$ cat config.mk
export PLATFORM = sky130hd
export DESIGN_NAME = sensor_tx_scheduler
export DESIGN_NICKNAME = d
export VERILOG_FILES = /design/src/rtl/sensor_tx_scheduler.sv
export SDC_FILE = /design/constraint.sdc
export NUM_CORES = 1
export LEC_CHECK = 0
export CORE_UTILIZATION = 25
export DETAILED_ROUTE_END_ITERATION = 10
export SLEW_MARGIN = 20
export SYNTH_ARGS = -nofsm -noshare
export SYNTH_HDL_FRONTEND = slang
export SYNTH_SLANG_ARGS = --single-unit
$ cat constraint.sdc
create_clock -name i_CLK -period 2.2 [get_ports i_CLK]
set_clock_uncertainty 0.2 [all_clocks]
set_input_delay 0.44 -clock i_CLK [delete_from_list [all_inputs] [get_ports i_CLK]]
set_output_delay 0.44 -clock i_CLK [all_outputs]
set_load 0.01 [all_outputs]
$ cat src/rtl/sensor_tx_scheduler.sv
// rtl/sensor_tx_scheduler.sv - round-robin framing scheduler sharing one 40-bit UART TX port
// between ADS1292 samples (three frames per packet) and MPR121 touch updates (one frame).
module sensor_tx_scheduler #(
  parameter logic [7:0] P_HDR_STAT  = 8'hE0,
  parameter logic [7:0] P_HDR_CH1   = 8'hE1,
  parameter logic [7:0] P_HDR_CH2   = 8'hE2,
  parameter logic [7:0] P_HDR_TOUCH = 8'h7C,
  parameter int         P_DROP_W    = 8
) (
  input  logic                i_CLK,
  input  logic                i_RST,
  input  logic                i_RUN,
  input  logic [71:0]         i_ADS_DATA,
  input  logic                i_ADS_VALID,
  input  logic [11:0]         i_TOUCH_STATUS,
  input  logic                i_TOUCH_VALID,
  output logic [39:0]         o_UART_DATA_TX,
  output logic                o_UART_DATA_TX_VALID,
  input  logic                i_UART_DATA_TX_READY,
  output logic [P_DROP_W-1:0] o_ADS_DROP_CNT,
  output logic                o_BUSY
);

  localparam logic [2:0] S_IDLE     = 3'd0;
  localparam logic [2:0] S_ADS_STAT = 3'd1;
  localparam logic [2:0] S_ADS_CH1  = 3'd2;
  localparam logic [2:0] S_ADS_CH2  = 3'd3;
  localparam logic [2:0] S_TOUCH    = 3'd4;

  logic [2:0]          r_state;
  logic                r_ads_pend;
  logic                r_touch_pend;
  logic                r_rr_touch;
  logic [71:0]         r_ads_data;
  logic [11:0]         r_touch_data;
  logic [39:0]         r_tx_data;
  logic                r_tx_valid;
  logic [P_DROP_W-1:0] r_drop_cnt;

  logic        w_hs;
  logic        w_idle;
  logic        w_ads_cap;
  logic        w_ads_drop;
  logic        w_touch_cap;
  logic        w_grant_ads;
  logic        w_grant_touch;
  logic [39:0] w_frame_stat;
  logic [39:0] w_frame_ch1;
  logic [39:0] w_frame_ch2;
  logic [39:0] w_frame_touch;

  assign w_hs          = r_tx_valid & i_UART_DATA_TX_READY;
  assign w_idle        = (r_state == S_IDLE);
  // The ADS holding register stays pending until its CH2 frame handshakes, so it doubles as "being sent".
  assign w_ads_cap     = i_ADS_VALID & i_RUN & ~r_ads_pend;
  assign w_ads_drop    = i_ADS_VALID & i_RUN & r_ads_pend;
  assign w_touch_cap   = i_TOUCH_VALID & i_RUN;
  assign w_grant_ads   = w_idle & r_ads_pend & (~r_touch_pend | ~r_rr_touch);
  assign w_grant_touch = w_idle & r_touch_pend & ~w_grant_ads;

  assign w_frame_stat  = {P_HDR_STAT, 8'h00, r_ads_data[71:48]};
  assign w_frame_ch1   = {P_HDR_CH1, {8{r_ads_data[47]}}, r_ads_data[47:24]};
  assign w_frame_ch2   = {P_HDR_CH2, {8{r_ads_data[23]}}, r_ads_data[23:0]};
  assign w_frame_touch = {P_HDR_TOUCH, 20'h0, r_touch_data};

  always_ff @(posedge i_CLK) begin
    if (i_RST) begin
      r_state      <= S_IDLE;
      r_ads_pend   <= 1'b0;
      r_touch_pend <= 1'b0;
      r_rr_touch   <= 1'b0;
      r_ads_data   <= '0;
      r_touch_data <= '0;
      r_tx_data    <= '0;
      r_tx_valid   <= 1'b0;
      r_drop_cnt   <= '0;
    end else begin
      if (w_ads_cap) begin
        r_ads_data <= i_ADS_DATA;
        r_ads_pend <= 1'b1;
      end
      if (w_ads_drop && (r_drop_cnt != {P_DROP_W{1'b1}})) begin
        r_drop_cnt <= r_drop_cnt + 1'b1;
      end
      if (w_touch_cap) begin
        r_touch_data <= i_TOUCH_STATUS;
        r_touch_pend <= 1'b1;
      end

      case (r_state)
        S_IDLE: begin
          if (w_grant_ads) begin
            r_state    <= S_ADS_STAT;
            r_tx_data  <= w_frame_stat;
            r_tx_valid <= 1'b1;
          end else if (w_grant_touch) begin
            // Touch value is snapshotted into the TX register here, so later captures only re-arm pending.
            r_state    <= S_TOUCH;
            r_tx_data  <= w_frame_touch;
            r_tx_valid <= 1'b1;
            if (!w_touch_cap) begin
              r_touch_pend <= 1'b0;
            end
          end
        end
        S_ADS_STAT: begin
          if (w_hs) begin
            r_state   <= S_ADS_CH1;
            r_tx_data <= w_frame_ch1;
          end
        end
        S_ADS_CH1: begin
          if (w_hs) begin
            r_state   <= S_ADS_CH2;
            r_tx_data <= w_frame_ch2;
          end
        end
        S_ADS_CH2: begin
          if (w_hs) begin
            r_state    <= S_IDLE;
            r_tx_valid <= 1'b0;
            r_ads_pend <= 1'b0;
            r_rr_touch <= ~r_rr_touch;
          end
        end
        S_TOUCH: begin
          if (w_hs) begin
            r_state    <= S_IDLE;
            r_tx_valid <= 1'b0;
            r_rr_touch <= ~r_rr_touch;
          end
        end
        default: begin
          r_state    <= S_IDLE;
          r_tx_valid <= 1'b0;
        end
      endcase
    end
  end

  assign o_UART_DATA_TX       = r_tx_data;
  assign o_UART_DATA_TX_VALID = r_tx_valid;
  assign o_ADS_DROP_CNT       = r_drop_cnt;
  assign o_BUSY               = ~w_idle | r_ads_pend | r_touch_pend;

endmodule

==> Word-level counts from Yosys, hierarchy flattened <==
Index checks and enable logic that the tools add are counted.
{ "classes": {"reduce_logical": 9, "addsub": 1, "n_bitwise": 18, "eq_ne": 9, "muxes": 23} }
{ "ops": {"columns": ["cell", "n"], "rows": [
  ["2-to-1 mux 40 bit", 4],
  ["case mux 40 bit (3 select lines)", 1],
  ["2-to-1 mux 3 bit", 5],
  ["case mux 3 bit (4 select lines)", 1],
  ["2-to-1 mux 1 bit", 11],
  ["AND 1 bit", 9],
  ["adder 8 x 1 -> 8 bit, second input constant", 1],
  ["inequality test 8 bit, second input constant", 1],
  ["AND reduction 4 bit", 2],
  ["== test 3 x 2 -> 1 bit, second input constant", 2],
  ["inverter 1 bit", 6],
  ["inequality test 2 bit, second input constant", 2],
  ["OR reduction 2 bit", 2],
  ["== test 3 x 1 -> 1 bit, second input constant", 1],
  ["== test 3 bit, second input constant", 1],
  ["logical NOT 3 bit", 1],
  ["inequality test 3 x 1 -> 1 bit, second input constant", 1],
  ["bitwise OR 1 bit", 3],
  ["case mux 1 bit (3 select lines)", 1],
  ["AND reduction 3 bit", 1],
  ["nonzero test 3 bit", 1],
  ["inequality test 2 x 1 -> 1 bit, second input constant", 1],
  ["AND reduction 2 bit", 1],
  ["logical AND 1 bit", 1]
]} }
{ "word_totals": {"regBits": 139, "wordCells": 69, "output_inout_bits": 50, "in_bits": 90} }

==> Logic depth before layout (Yosys ltp) <==
{ "logic_depth": {"word_depth": 8, "ltp_mapped": 7} }

==> Least setup slack after synthesis <==
Ideal clock, no wire load.
{ "synth_timing": {"path_kind": "register to register", "startpoint": "register r_state[0]", "endpoint": "register r_state[0]", "path_slack_ps": 391, "stages_incl_launch_ff": 6, "arrival_time_ps": 1538, "synth_period_minus_slack_ps": 1809, "t_required_ps": 1930, "path_cell_list": "dfxtp_1 -> or2_1 -> buf_6 -> mux2_4 -> or4_1 -> a21oi_1"} }
{ "synth_between": {"elab_chain_len": 7} }
{ "synth_lines": {"columns": ["element", "line_no", "source"], "rows": [
  ["from (decl)", "30", "logic [2:0] r_state;"],
  ["from (signal assigned)", "68", "r_state <= S_IDLE;"],
  ["from (signal assigned)", "93", "r_state <= S_ADS_STAT;"],
  ["from (signal assigned)", "98", "r_state <= S_TOUCH;"],
  ["logical NOT 3 bit", "53, 90", null],
  ["AND 1 bit (2 in a row)", "58", "assign w_grant_ads = w_idle & r_ads_pend & (~r_touch_pend | ~r_rr_touch);"],
  ["inverter 1 bit", "59", "assign w_grant_touch = w_idle & r_touch_pend & ~w_grant_ads;"],
  ["AND 1 bit", "59", null],
  ["inequality test 3 x 1 -> 1 bit (no source line)", null, null],
  ["AND reduction 4 bit (no source line)", null, null]
]} }
Several ways; a longest one is shown, not always the timed one.
A chain may end at the register's enable or synchronous reset.

==> Worst setup path in the final report <==
{ "layout_timing": {"startpoint": "register r_state[2]", "endpoint": "output port o_BUSY"} }
{ "layout_between": {"elab_chain_len": 4} }
{ "layout_lines": {"columns": ["element", "line_no", "source"], "rows": [
  ["logical NOT 3 bit", "53", "assign w_idle = (r_state == S_IDLE);"],
  ["inverter 1 bit", "144", "assign o_BUSY = ~w_idle | r_ads_pend | r_touch_pend;"],
  ["bitwise OR 1 bit (2 in a row)", "144", null],
  ["to (decl)", "21", "output logic o_BUSY"]
]} }
No other way between the ends.

==> summary.txt <==
status = complete, but fails checks
failing checks = negative setup slack
total core area = 0.02049 sq mm
Clock Pin Slew Worst Setup and Hold Paths = 0.06 ns
vias in the first global route = 4,700
hold_buf cts = 0
via count = 4,824
Slew Limit Fails = 0
DRC viols = 0
Hold EP = r_rr_touch$_SDFFE_PP0P_
port buffer count = 139
number of flops mapped to enable cells by yosys = 0
total power divided by cell area = 820.1 mW/mm^2
Ys Warns = 0
Hold Crit Depth = 2
max-cap violation count = 0
# rows = 52
final setup fails = 1
Reg2Reg Depth = 6
Root Buffer = clkbuf_16
# clock sinks = 129
postcts setup bufs = 0
Setup WS pre-CTS = -0.01764 ns
largest family of logic cells by synthesized area = compound AO/OA/AOI/OAI gates
proportion of synthesized area in mux cells = 0.02937
largest net degree at the start of global routing = 67
H-tree levels = 4
Post-DRT Antenna Nets = 0
Mapped Avg Cell Area = 8.102 sq um
setup TNS = -0.007207 ns
R2R Setup Slk = 0.17 ns
Post-Syn Area = 0.005283 sq mm
Final min period = 2.207 ns
area grow syn2layout = 45.69%
Unique masters post-synth = 45
startpoint types = register
top-area cell type share of the netlist area = 0.4889
worst reg2reg path endpoint = o_UART_DATA_TX[11]$_SDFFE_PP0P_
fraction of layout cells with a size suffix above 1 = 0.09686
RSZ-0062 raised after global routing = true
# diodes = 0
Peak VDD IR = 0.5149 mV
grt ovf = 0
post-synthesis sequential area ratio = 0.4889
Required @ worst endpoint = 1.56 ns
Async S/R FF share, synth = 0
fin crit share = 1.003
Hold/Removal Path Class = input pin to register
DR vias/cell = 4.530
ys flop type = dfxtp_1
Pre-antenna DRT Iters = 4
drt initial violations = 228
DP Wirelength = 11.17 mm
CP Capture Type = primary output
reg-to-reg startpoint = r_state[0]$_SDFFE_PP0P_
final hold vios = 0
Tot GR Track Use = 0.1499
Final WS setup = -0.007207 ns
Post-Synth Adder-Cell Area = 0.002369
Die ar. = 0.02172 sq mm
height of the die = 147.4 um
simple-gate share of the synthesized area = 0.1997
hold path start = i_RST
post-route cell area = 0.007696 sq mm
post-synth top area cell = dfxtp_1
clock tree buffer depth = 2
Critical Path Fanout Max = 2
Leak = 2.710 nW
Area after DPL = 0.007062 sq mm
most frequent cells after synthesis = 187 x nand2_1, 129 x dfxtp_1, 111 x a21oi_1
CP arrival = 1.57 ns
synth top area cells = dfxtp_1 49%, nand2_1 13%, a21oi_1 11%
Mapped Nets = 743
first-pass GRT wire length = 24.97 mm
WL per Instance = 14.76 um
Synth Area in XOR/XNOR = 0.009948
most common cell in the netlist = nand2_1
relative slew slack = 0.4728
Fmax = 453.1 MHz
Clk Latency, worst-skew pair = 0.42 ns
fin nets = 873
placer congestion estimate = 0.7987
initial antenna violation count = 0
Die X = 147.4 um
CTS tree = done
CP Class = register to primary output
post-synthesis cell count = 652
final core area utilization = 0.3755
TritonCTS Buffers = 17
Tightest Pin Transition = 0.7879 ns
IO Pins = 140
post-synthesis compound-gate area fraction = 0.2120
Yosys reg bits = 129
Routed WL = 15.72 mm
Initial Util = 0.2578
layout make-up:
type | instances | area (sq um)
Clock buffer | 21 | 460.4
Clock inverter | 11 | 160.2
Fill cell | 2113 | 12800
Inverter | 3 | 11.26
Multi-Input combinational cell | 458 | 2434
Sequential cell | 129 | 2585
Tap cell | 270 | 337.8
Timing Repair Buffer | 173 | 1708
metrics by stage:
step	power, mW	hold slack (ns)	instances
6_report	6.312	0.1449	1065
3_3_place_gp	3.391	0.2409	1033
5_1_grt	6.579	0.1416	1065
2_1_floorplan	2.950	0.2357	652
4_1_cts	6.389	0.1283	1065
3_5_place_dp	3.398	0.2464	1033
state kept, by name, indices dropped and copies added, names as in the netlist:
register and cells:
r_ads_data 72, o_UART_DATA_TX 30, r_touch_data 12, o_ADS_DROP_CNT 8, r_state 3, o_UART_DATA_TX_VALID 1, r_ads_pend 1, r_rr_touch 1
r_touch_pend 1
how the worst max path moves through the flow:
stage	startpoint	end	cells past startpoint
2_1_floorplan	r_state[0]$_SDFFE_PP0P_	r_state[0]$_SDFFE_PP0P_	5
3_3_place_gp	i_RUN	o_ADS_DROP_CNT[7]$_SDFFE_PP0P_	5
3_5_place_dp	i_RUN	o_ADS_DROP_CNT[7]$_SDFFE_PP0P_	5
4_1_cts	r_state[2]$_SDFFE_PP0P_	o_BUSY	3
5_1_grt	r_state[2]$_SDFFE_PP0P_	o_BUSY	3
6_report	r_state[2]$_SDFFE_PP0P_	o_BUSY	3
worst max-delay path: stages, from the launching register on:
cell and delay [ns]:
dfxtp_2 0.31, or3_4 0.38, or3_4 0.34, buf_6 0.13
timing repair:
item,4_1_cts,5_1_grt
pin swaps,0,0
gates resized for setup,8,1
setup endpoints to repair,2,1
logic make-up (layout without fill, tap and decap cells):
logic type      count (synthesis)  count (layout)
buf+inv                        65             208
xor+xnor                        6               6
fa+ha+maj                       1               1
simple gates                  251             251
mux                            15              15
flops                         129             129
compound gates                185             185
placed cells by master (no fill, tap or decap), types with 12 or more instances in the layout:
master	instances
nand2_1	187
clkdlybuf4s50_1	137
dfxtp_1	127
a21oi_1	111
buf_4	30
a22o_1	23
nand3_1	19
clkbuf_16	17
nor2_1	14
mux2i_1	14
o21ai_1	12
a22oi_1	12
o221ai_1	12
metal layers:
metal	part of all wire	up-vias	GRT usage
li1	-	2499	-
met1	0.47	2194	0.1975
met2	0.46	112	0.2321
met3	0.057	19	0.04130
met4	0.017	0	0.05619
met5	0	-	0
power by group:
group | internal (mW) | switching, mW
Sequential | 2.46 | 0.0738
Clock | 1.94 | 1.02
Combinational | 0.423 | 0.392
Total | 4.83 | 1.48
Note: power is estimated with default switching activity, not from simulation.
